**src/rtl/button_conditioner.sv**
```systemverilog
// Push-button front end: polarity fix, 2-flop synchroniser, debounce, and
// press/release/long-press strobes plus a saturating hold-duration counter.
module button_conditioner #(
    parameter int unsigned DEBOUNCE_CYCLES = 16,
    parameter int unsigned LONG_CYCLES     = 1024,
    parameter bit          ACTIVE_LOW      = 1'b0
) (
    input  logic        clk,
    input  logic        rst_n,
    input  logic        btn_raw,
    output logic        btn_state,
    output logic        press_pulse,
    output logic        release_pulse,
    output logic        long_pulse,
    output logic [15:0] hold_count
);

    localparam int unsigned      CNT_W    = (DEBOUNCE_CYCLES > 1) ? $clog2(DEBOUNCE_CYCLES) : 1;
    localparam logic [CNT_W-1:0] CNT_MAX  = CNT_W'(DEBOUNCE_CYCLES - 1);
    localparam logic [CNT_W-1:0] CNT_ZERO = CNT_W'(1'b0);
    localparam logic [CNT_W-1:0] CNT_ONE  = CNT_W'(1'b1);
    localparam logic [15:0]      LONG_PRE = 16'(LONG_CYCLES - 1);
    localparam logic [15:0]      HOLD_SAT = 16'hFFFF;

    logic             btn_in_s;
    logic             sync1_q;
    logic             sync2_q;
    logic [CNT_W-1:0] cnt_q;
    logic [CNT_W-1:0] cnt_d;
    logic             state_q;
    logic             state_d;
    logic             press_q;
    logic             press_d;
    logic             release_q;
    logic             release_d;
    logic             long_q;
    logic             long_d;
    logic [15:0]      hold_q;
    logic [15:0]      hold_d;
    logic             diff_s;
    logic             accept_s;
    logic             holding_s;

    assign btn_in_s = btn_raw ^ ACTIVE_LOW;

    // Two-stage synchroniser for the asynchronous pin.
    always_ff @(posedge clk or negedge rst_n) begin
        if (!rst_n) begin
            sync1_q <= 1'b0;
            sync2_q <= 1'b0;
        end else begin
            sync1_q <= btn_in_s;
            sync2_q <= sync1_q;
        end
    end

    // Debounce, strobe generation and hold-duration next-state logic.
    always_comb begin
        diff_s    = sync2_q ^ state_q;
        accept_s  = diff_s && (cnt_q == CNT_MAX);
        cnt_d     = cnt_q;
        state_d   = state_q ^ accept_s;
        press_d   = accept_s && !state_q;
        release_d = accept_s && state_q;
        // Still pressed after this edge: the release edge freezes the count.
        holding_s = state_q && !release_d;
        hold_d    = hold_q;
        long_d    = holding_s && (hold_q == LONG_PRE);

        if (!diff_s) begin
            cnt_d = CNT_ZERO;
        end else if (accept_s) begin
            cnt_d = CNT_ZERO;
        end else begin
            cnt_d = cnt_q + CNT_ONE;
        end

        if (press_d) begin
            hold_d = 16'h0000;
        end else if (holding_s && (hold_q != HOLD_SAT)) begin
            hold_d = hold_q + 16'h0001;
        end else begin
            hold_d = hold_q;
        end
    end

    // Debounce state and registered outputs.
    always_ff @(posedge clk or negedge rst_n) begin
        if (!rst_n) begin
            cnt_q     <= CNT_ZERO;
            state_q   <= 1'b0;
            press_q   <= 1'b0;
            release_q <= 1'b0;
            long_q    <= 1'b0;
            hold_q    <= 16'h0000;
        end else begin
            cnt_q     <= cnt_d;
            state_q   <= state_d;
            press_q   <= press_d;
            release_q <= release_d;
            long_q    <= long_d;
            hold_q    <= hold_d;
        end
    end

    assign btn_state     = state_q;
    assign press_pulse   = press_q;
    assign release_pulse = release_q;
    assign long_pulse    = long_q;
    assign hold_count    = hold_q;

endmodule

```
**config.mk**
```make
export PLATFORM = sky130hd
export DESIGN_NAME = button_conditioner
export DESIGN_NICKNAME = d
export VERILOG_FILES = /design/src/rtl/button_conditioner.sv
export SDC_FILE = /design/constraint.sdc
export NUM_CORES = 1
export LEC_CHECK = 0
export ABC_AREA = 1
export CAP_MARGIN = 25
export CORE_ASPECT_RATIO = 0.75
export CORE_MARGIN = 2
export CORE_UTILIZATION = 50
export CTS_CLUSTER_SIZE = 25
export DETAILED_ROUTE_END_ITERATION = 8
export PLACE_DENSITY = 0.75
export SLEW_MARGIN = 25
export SYNTH_ARGS = -nofsm -noshare
export SYNTH_HDL_FRONTEND = slang
export SYNTH_SLANG_ARGS = --single-unit
```
**constraint.sdc**
```tcl
create_clock -name clk -period 1.7 [get_ports clk]
set_input_delay 0.34 -clock clk [delete_from_list [all_inputs] [get_ports clk]]
set_output_delay 0.34 -clock clk [all_outputs]
set_load 0.01 [all_outputs]
```
==> impl_metrics.tcl, run 1 <==
set metrics [dict create \
    overflow 0 \
    wl_per_cell_um 13.1 \
    r2r_end "hold_count[11]" \
    yosys.area.top_type "dfrtp_1" \
    power.density_nw_per_um2 573 \
    start_util_pct 53.4 \
    setup_violations 0 \
    postCtsSetupRepairBufs 0 \
    syn-mean-instance-area_sq_um 7.43 \
    die_area_sq_um 3270 \
    cp-end-kind "primary output" \
    hold_depth 0 \
    path_max_fanout 6 \
    synth_top_area_share_pct 46.1 \
    yosys-top-cells-area "dfrtp_1, nand2_1, nor2_1, nand3_1, inv_1" \
    worst_slack_ns 0.0580 \
    placed_area_sq_um 1730 \
    grt_start_max_net_pins 27 \
    stdcell_count 258 \
    critPathTopFamily "buffers and inverters" \
    timing_hold_violations_final 0 \
    worst_clock_skew_ns 0.00750 \
    cp.required_ns 1.36 \
    vias_per_cell 5.28 \
    max-slew-margin-rel_pct 61.4 \
    clockRootBuffer "clkbuf_8" \
    dr.pass1.iters 5 \
    final_area_sq_um 1780 \
    ant_nets 0 \
    hpwl_um 2510 \
    place_ws_ns 0.124 \
    grt_setup_unrepaired "false" \
    layout_min_cycle_time_ns 1.64 \
    ys_seq_elements 26 \
    antenna_found_initial 0 \
    hold_ws_ns 0.355 \
    multi_input_area_sq_um 674 \
    insertion_delay_ns 0.28 \
    hp-class "reg -> reg" \
    r2r_cells 9 \
    place_congestion 1.00 \
    vdd.ir_drop.worst_uv 611 \
    track_usage_pct 24.4 \
    grt_pass1_vias 1263 \
    dr_total_vias 1363 \
    clkTransAtPathRegs_ns 0.08 \
    clock_sinks 26 \
    final_max_slew_viol_count 0 \
    cp_slowest_cell "clkdlybuf4s50_1" \
    synth_cells 190 \
    finalPower_mw 1.02 \
    ys_types 20 \
    regArea_sq_um 654 \
    insertedDiodeCount 0 \
    timing.final.crit_share_pct 96.6 \
    worst_r2r_startpoint "hold_count[0]" \
    cp_cell_sequence "clkdlybuf4s50_1" \
    worstMarginPinSlew_ns 0.577 \
    drc 0 \
    min_to "sync2_q" \
    cts_buffers 3 \
    grt_pass1_wl_um 5870 \
    cp_slowest_stage_delay_ns 0.58 \
    critPathLaunchType "flop" \
    syn2layout_area_growth_pct 26.0 \
    nNetsFinal 229 \
    hold_path_startpoint "sync1_q" \
    io_buffers 22 \
    nFillCells 231 \
    path_class "reg -> out" \
    die_h_um 50.0 \
    wl_um 3380 \
    cts_tree "done" \
    leakage_nw 0.852 \
    status "complete, no violations" \
    first_iter_violations 93 \
    dp_cells 255 \
    fp-row-count 16 \
    core_area_sq_um 2640 \
    fmax_ghz 0.609 \
    final_core_util_pct 67.3 \
    path_depth 1 \
    clk_path_buf_depth 2 \
    seq_area_frac_synth_pct 46.1 \
    path_buf_inv 1 \
    arrival_ns 1.30 \
    yosysWarnings 0 \
    setup-tns-final_ns 0 \
    maxCapViolCount 0 \
    syn_nets 195 \
    fp.dieW_um 65.4 \
    syn_area_sq_um 1410 \
    io_pins 23 \
    drive_above_1_share_pct 10.8 \
    ctsHtreeMaxLevel 1 \
    reg2reg_slack_ns 0.14 \
]
## report_power, final
part / leakage [nW] / total, mW / internal (mW) / switching (mW)
logic: 0.479 / 0.0390 / 0.0155 / 0.0236
clock network: 0.0216 / 0.346 / 0.159 / 0.186
registers: 0.351 / 0.634 / 0.627 / 0.00704
## state kept, by name (all words and copies together), names as in the netlist, named ones only
name,count
press_pulse,1
hold_count,16
long_pulse,1
sync2_q,1
release_pulse,1
sync1_q,1
cnt_q,4
## placed cells by master, fill, tap and decap left out
cell type and instances:
nor2_1 23, nand2_2 1, clkdlybuf4s50_1 22, nand2_1 64
or2_2 1, a21oi_2 1, nor4_1 1, o21ai_1 1
inv_1 20, nor2_2 5, nand3_2 1, clkbuf_8 3
dfrtp_2 3, a211oi_1 1, ha_1 2, nor3b_1 1
nand3_1 17, a21oi_1 3, dfrtp_1 23, buf_4 9
nand4_1 6, o21ai_0 7, xor2_1 7
## how the worst max path moves through the flow
stage                   start              to  slack, ns
2_1_floorplan   hold_count[0]  hold_count[14]       0.21
3_3_place_gp    hold_count[0]   hold_count[0]       0.18
3_5_place_dp         cnt_q[0]   hold_count[3]       0.12
4_1_cts        hold_count[12]  hold_count[12]       0.02
5_1_grt         hold_count[6]   hold_count[6]      0.001
6_report       hold_count[11]  hold_count[11]       0.06
## worst register-to-register path: stages (launching register included)
cell and delay [ns]:
dfrtp_1 0.38, ha_1 0.24, nand2_1 0.09, nor2_2 0.05
nand2_2 0.11, nor2_1 0.06, nor2_1 0.16, buf_4 0.23
nand4_1 0.10, nand2_1 0.08
## cell type report
class,count,area share [%]
sequential,26,36.8
clock buffer,3,2.32
tap,36,2.53
multi-input combinational,142,37.9
inverter,20,4.22
timing repair buffer,31,16.2
## kinds of logic after synthesis
logic type	share of synthesized area, %
buffers and inverters	6.47
flip-flops	46.1
XOR/XNOR	4.34
adder cells (fa/ha/maj)	1.77
AO/OA/AOI/OAI	5.05
AND/OR/NAND/NOR	36.3
## per-layer routing
metal / vias to the layer above / global-route usage, % / share of wire (%)
li1: 669 / - / -
met1: 615 / 33.7 / 46
met2: 73 / 36.4 / 42
met3: 6 / 5.71 / 9.5
met4: 0 / 10.8 / 1.9
met5: - / 0 / 0
## cells in the mapped netlist
library cell and instances:
nand2_1 64, dfrtp_1 26, nor2_1 25, inv_1 20, nand3_1 17, o21ai_0 8
xor2_1 7, nand4_1 6, a21oi_1 3, nor2_2 3, ha_1 2, a211oi_1 1
a21oi_2 1, buf_2 1, buf_6 1, nand2_2 1, nand3_2 1, nor3b_1 1
nor4_1 1, or2_2 1
## timing repair
action / in CTS / in global routing
endpoints found under the hold margin: 0 / 0
hold buffers: 0 / 0
setup endpoints to repair: 0 / 9
resized for setup: 0 / 6
(Power assumes the default switching activity.)
==> run 2, diff against run 1 <==
--- a/config.mk
+++ b/config.mk
@@ -10,6 +10,7 @@
 export CORE_ASPECT_RATIO = 0.75
 export CORE_MARGIN = 2
 export CORE_UTILIZATION = 50
+export CTS_CLUSTER_DIAMETER = 30
 export CTS_CLUSTER_SIZE = 25
 export DETAILED_ROUTE_END_ITERATION = 8
 export PLACE_DENSITY = 0.75
==> results of run 2 <==
Final layout, timing and power as in run 1 (identical DEF).
==> run 3, diff against run 2 <==
--- a/config.mk
+++ b/config.mk
@@ -14,6 +14,7 @@
 export CTS_CLUSTER_SIZE = 25
 export DETAILED_ROUTE_END_ITERATION = 8
 export PLACE_DENSITY = 0.75
+export REMOVE_ABC_BUFFERS = 1
 export SLEW_MARGIN = 25
 export SYNTH_ARGS = -nofsm -noshare
 export SYNTH_HDL_FRONTEND = slang
==> run 3 against run 2 <==
Net effect:
- global-route usage shrank 1.0 points
- register-to-register slack lost 0.04 ns
- largest cell class unchanged
- setup slack lost 0.0083 ns
- sequential share of layout area shrank 0.37 points
- count of clock-buffer cells in the layout grew 1
- sequential cell count is the same
- clock skew grew 0.0011 ns
- largest power group unchanged
- combinational power shrank 2%
- utilization grew 0.80 points
- critical endpoint unchanged
- clock power grew 13%
- die area is the same
- critical path depth is the same
==> impl_metrics.tcl, run 3 (same netlist as run 1, synthesis figures left out) <==
set metrics [dict create \
    status "complete, no violations" \
    core_area_sq_um 2640 \
    cp.required_ns 1.36 \
    clockRootBuffer "clkbuf_8" \
    fp.dieW_um 65.4 \
    drive_above_1_share_pct 12.1 \
    setup_violations 0 \
    timing.final.crit_share_pct 97.1 \
    overflow 0 \
    insertion_delay_ns 0.27 \
    worstMarginPinSlew_ns 0.531 \
    grt_pass1_wl_um 5840 \
    dr_total_vias 1363 \
    hp-class "reg -> reg" \
    drc 0 \
    start_util_pct 53.4 \
    fp-row-count 16 \
    cts_tree "done" \
    postCtsSetupRepairBufs 0 \
    layout_min_cycle_time_ns 1.65 \
    grt_start_max_net_pins 27 \
    clock_sinks 26 \
    path_max_fanout 6 \
    die_area_sq_um 3270 \
    worst_clock_skew_ns 0.00862 \
    clkTransAtPathRegs_ns 0.08 \
    track_usage_pct 23.4 \
    cts_buffers 3 \
    path_buf_inv 1 \
    first_iter_violations 126 \
    final_max_slew_viol_count 0 \
    ant_nets 0 \
    power.density_nw_per_um2 592 \
    cp_slowest_stage_delay_ns 0.58 \
    ctsHtreeMaxLevel 1 \
    largest_register_ffs 16 \
    io_buffers 22 \
    cp-end-kind "primary output" \
    grt_pass1_vias 1269 \
    arrival_ns 1.31 \
    dr.pass1.iters 4 \
    critPathLaunchType "flop" \
    wl_per_cell_um 13.2 \
    cp_slowest_cell "clkdlybuf4s50_1" \
    stdcell_count 259 \
    vias_per_cell 5.26 \
    place_congestion 0.949 \
    dp_cells 255 \
    fmax_ghz 0.606 \
    nNetsFinal 229 \
    insertedDiodeCount 0 \
    antenna_found_initial 0 \
    die_h_um 50.0 \
    maxCapViolCount 0 \
    wl_um 3420 \
    critPathTopFamily "buffers and inverters" \
    max-slew-margin-rel_pct 64.5 \
    path_class "reg -> out" \
    hpwl_um 2540 \
    nFillCells 242 \
    vdd.ir_drop.worst_uv 575 \
    io_pins 23 \
    layout_commonest_cell "nand2_1" \
    clk_path_buf_depth 2 \
    hold_ws_ns 0.355 \
    layout_common_cells "nand2_1, nor2_1, dfrtp_1, clkdlybuf4s50_1, inv_1" \
    leakage_nw 0.859 \
    timing_hold_violations_final 0 \
    cp_cell_sequence "clkdlybuf4s50_1" \
    syn2layout_area_growth_pct 27.5 \
]
run 3: cell count changes in the layout (fill, tap and decap cells not counted), sizes merged:
cell	delta
clkbuf	+1
run 3: per-stage QoR:
stage	util (%)	setup WS, ns	TNS (ns)	power [mW]	instance area (sq um)
2_1_floorplan	-	-0.0559	-0.562	0.659	1400
3_3_place_gp	65.4	0.154	0	0.684	1730
3_5_place_dp	65.4	0.0888	0	0.686	1730
4_1_cts	67.5	0.0286	0	1.07	1780
5_1_grt	68.1	-0.00658	-0.00658	1.12	1800
6_report	68.1	0.0497	0	1.06	1800
run 3: worst paths after layout:
kind	start	endpoint	slack, ns	depth (start not counted)
worst max-delay path	hold_count[11]	hold_count[11]	0.05	1
worst min-delay path	sync1_q	sync2_q	0.35	0
worst max register to register	hold_count[0]	hold_count[11]	0.10	10
worst min register to register	sync1_q	sync2_q	0.35	0
max in group asynchronous	rst_n	hold_count[12]	1.01	2
min in group asynchronous	rst_n	hold_count[6]	0.43	2
run 3: layout make-up:
class / instances / area (sq um) / area share, %
clock buffer: 4 / 55.1 / 3.06
inverter: 20 / 75.1 / 4.17
multi-input combinational: 142 / 677 / 37.6
sequential: 26 / 656 / 36.4
tap: 36 / 45.0 / 2.50
timing repair buffer: 31 / 292 / 16.2
run 3: routing by layer:
| layer | part of all wire, % | vias to the layer above | global-route usage [%] |
|---|---|---|---|
| met4 | 1.4 | 0 | 6.60 |
| li1 | - | 669 | - |
| met3 | 6.2 | 8 | 3.65 |
| met2 | 43 | 55 | 35.7 |
| met1 | 49 | 631 | 34.3 |
| met5 | 0 | - | 0 |
run 3: worst register-to-register path, cell delays in order (launching register included):
cell     delay (ns)
dfrtp_1        0.36
ha_1           0.22
nand2_1        0.09
nor2_2         0.12
nand2_2        0.10
nor2_1         0.17
nor2_2         0.08
nor2_2         0.08
buf_4          0.18
nand2_1        0.07
nand2_1        0.07
run 3: report_power, final:
part	internal (mW)	total (mW)	leakage [nW]	switching [mW]
registers	0.627	0.634	0.349	0.00699
logic	0.0151	0.0384	0.481	0.0233
clock network	0.207	0.392	0.0288	0.185
total	0.849	1.06	0.859	0.215
run 3: repair_timing:
item / CTS / global route
gates resized for setup: 0 / 10
endpoints found under the hold margin: 0 / 0
hold buffers: 0 / 0
endpoints found under the setup margin: 0 / 11
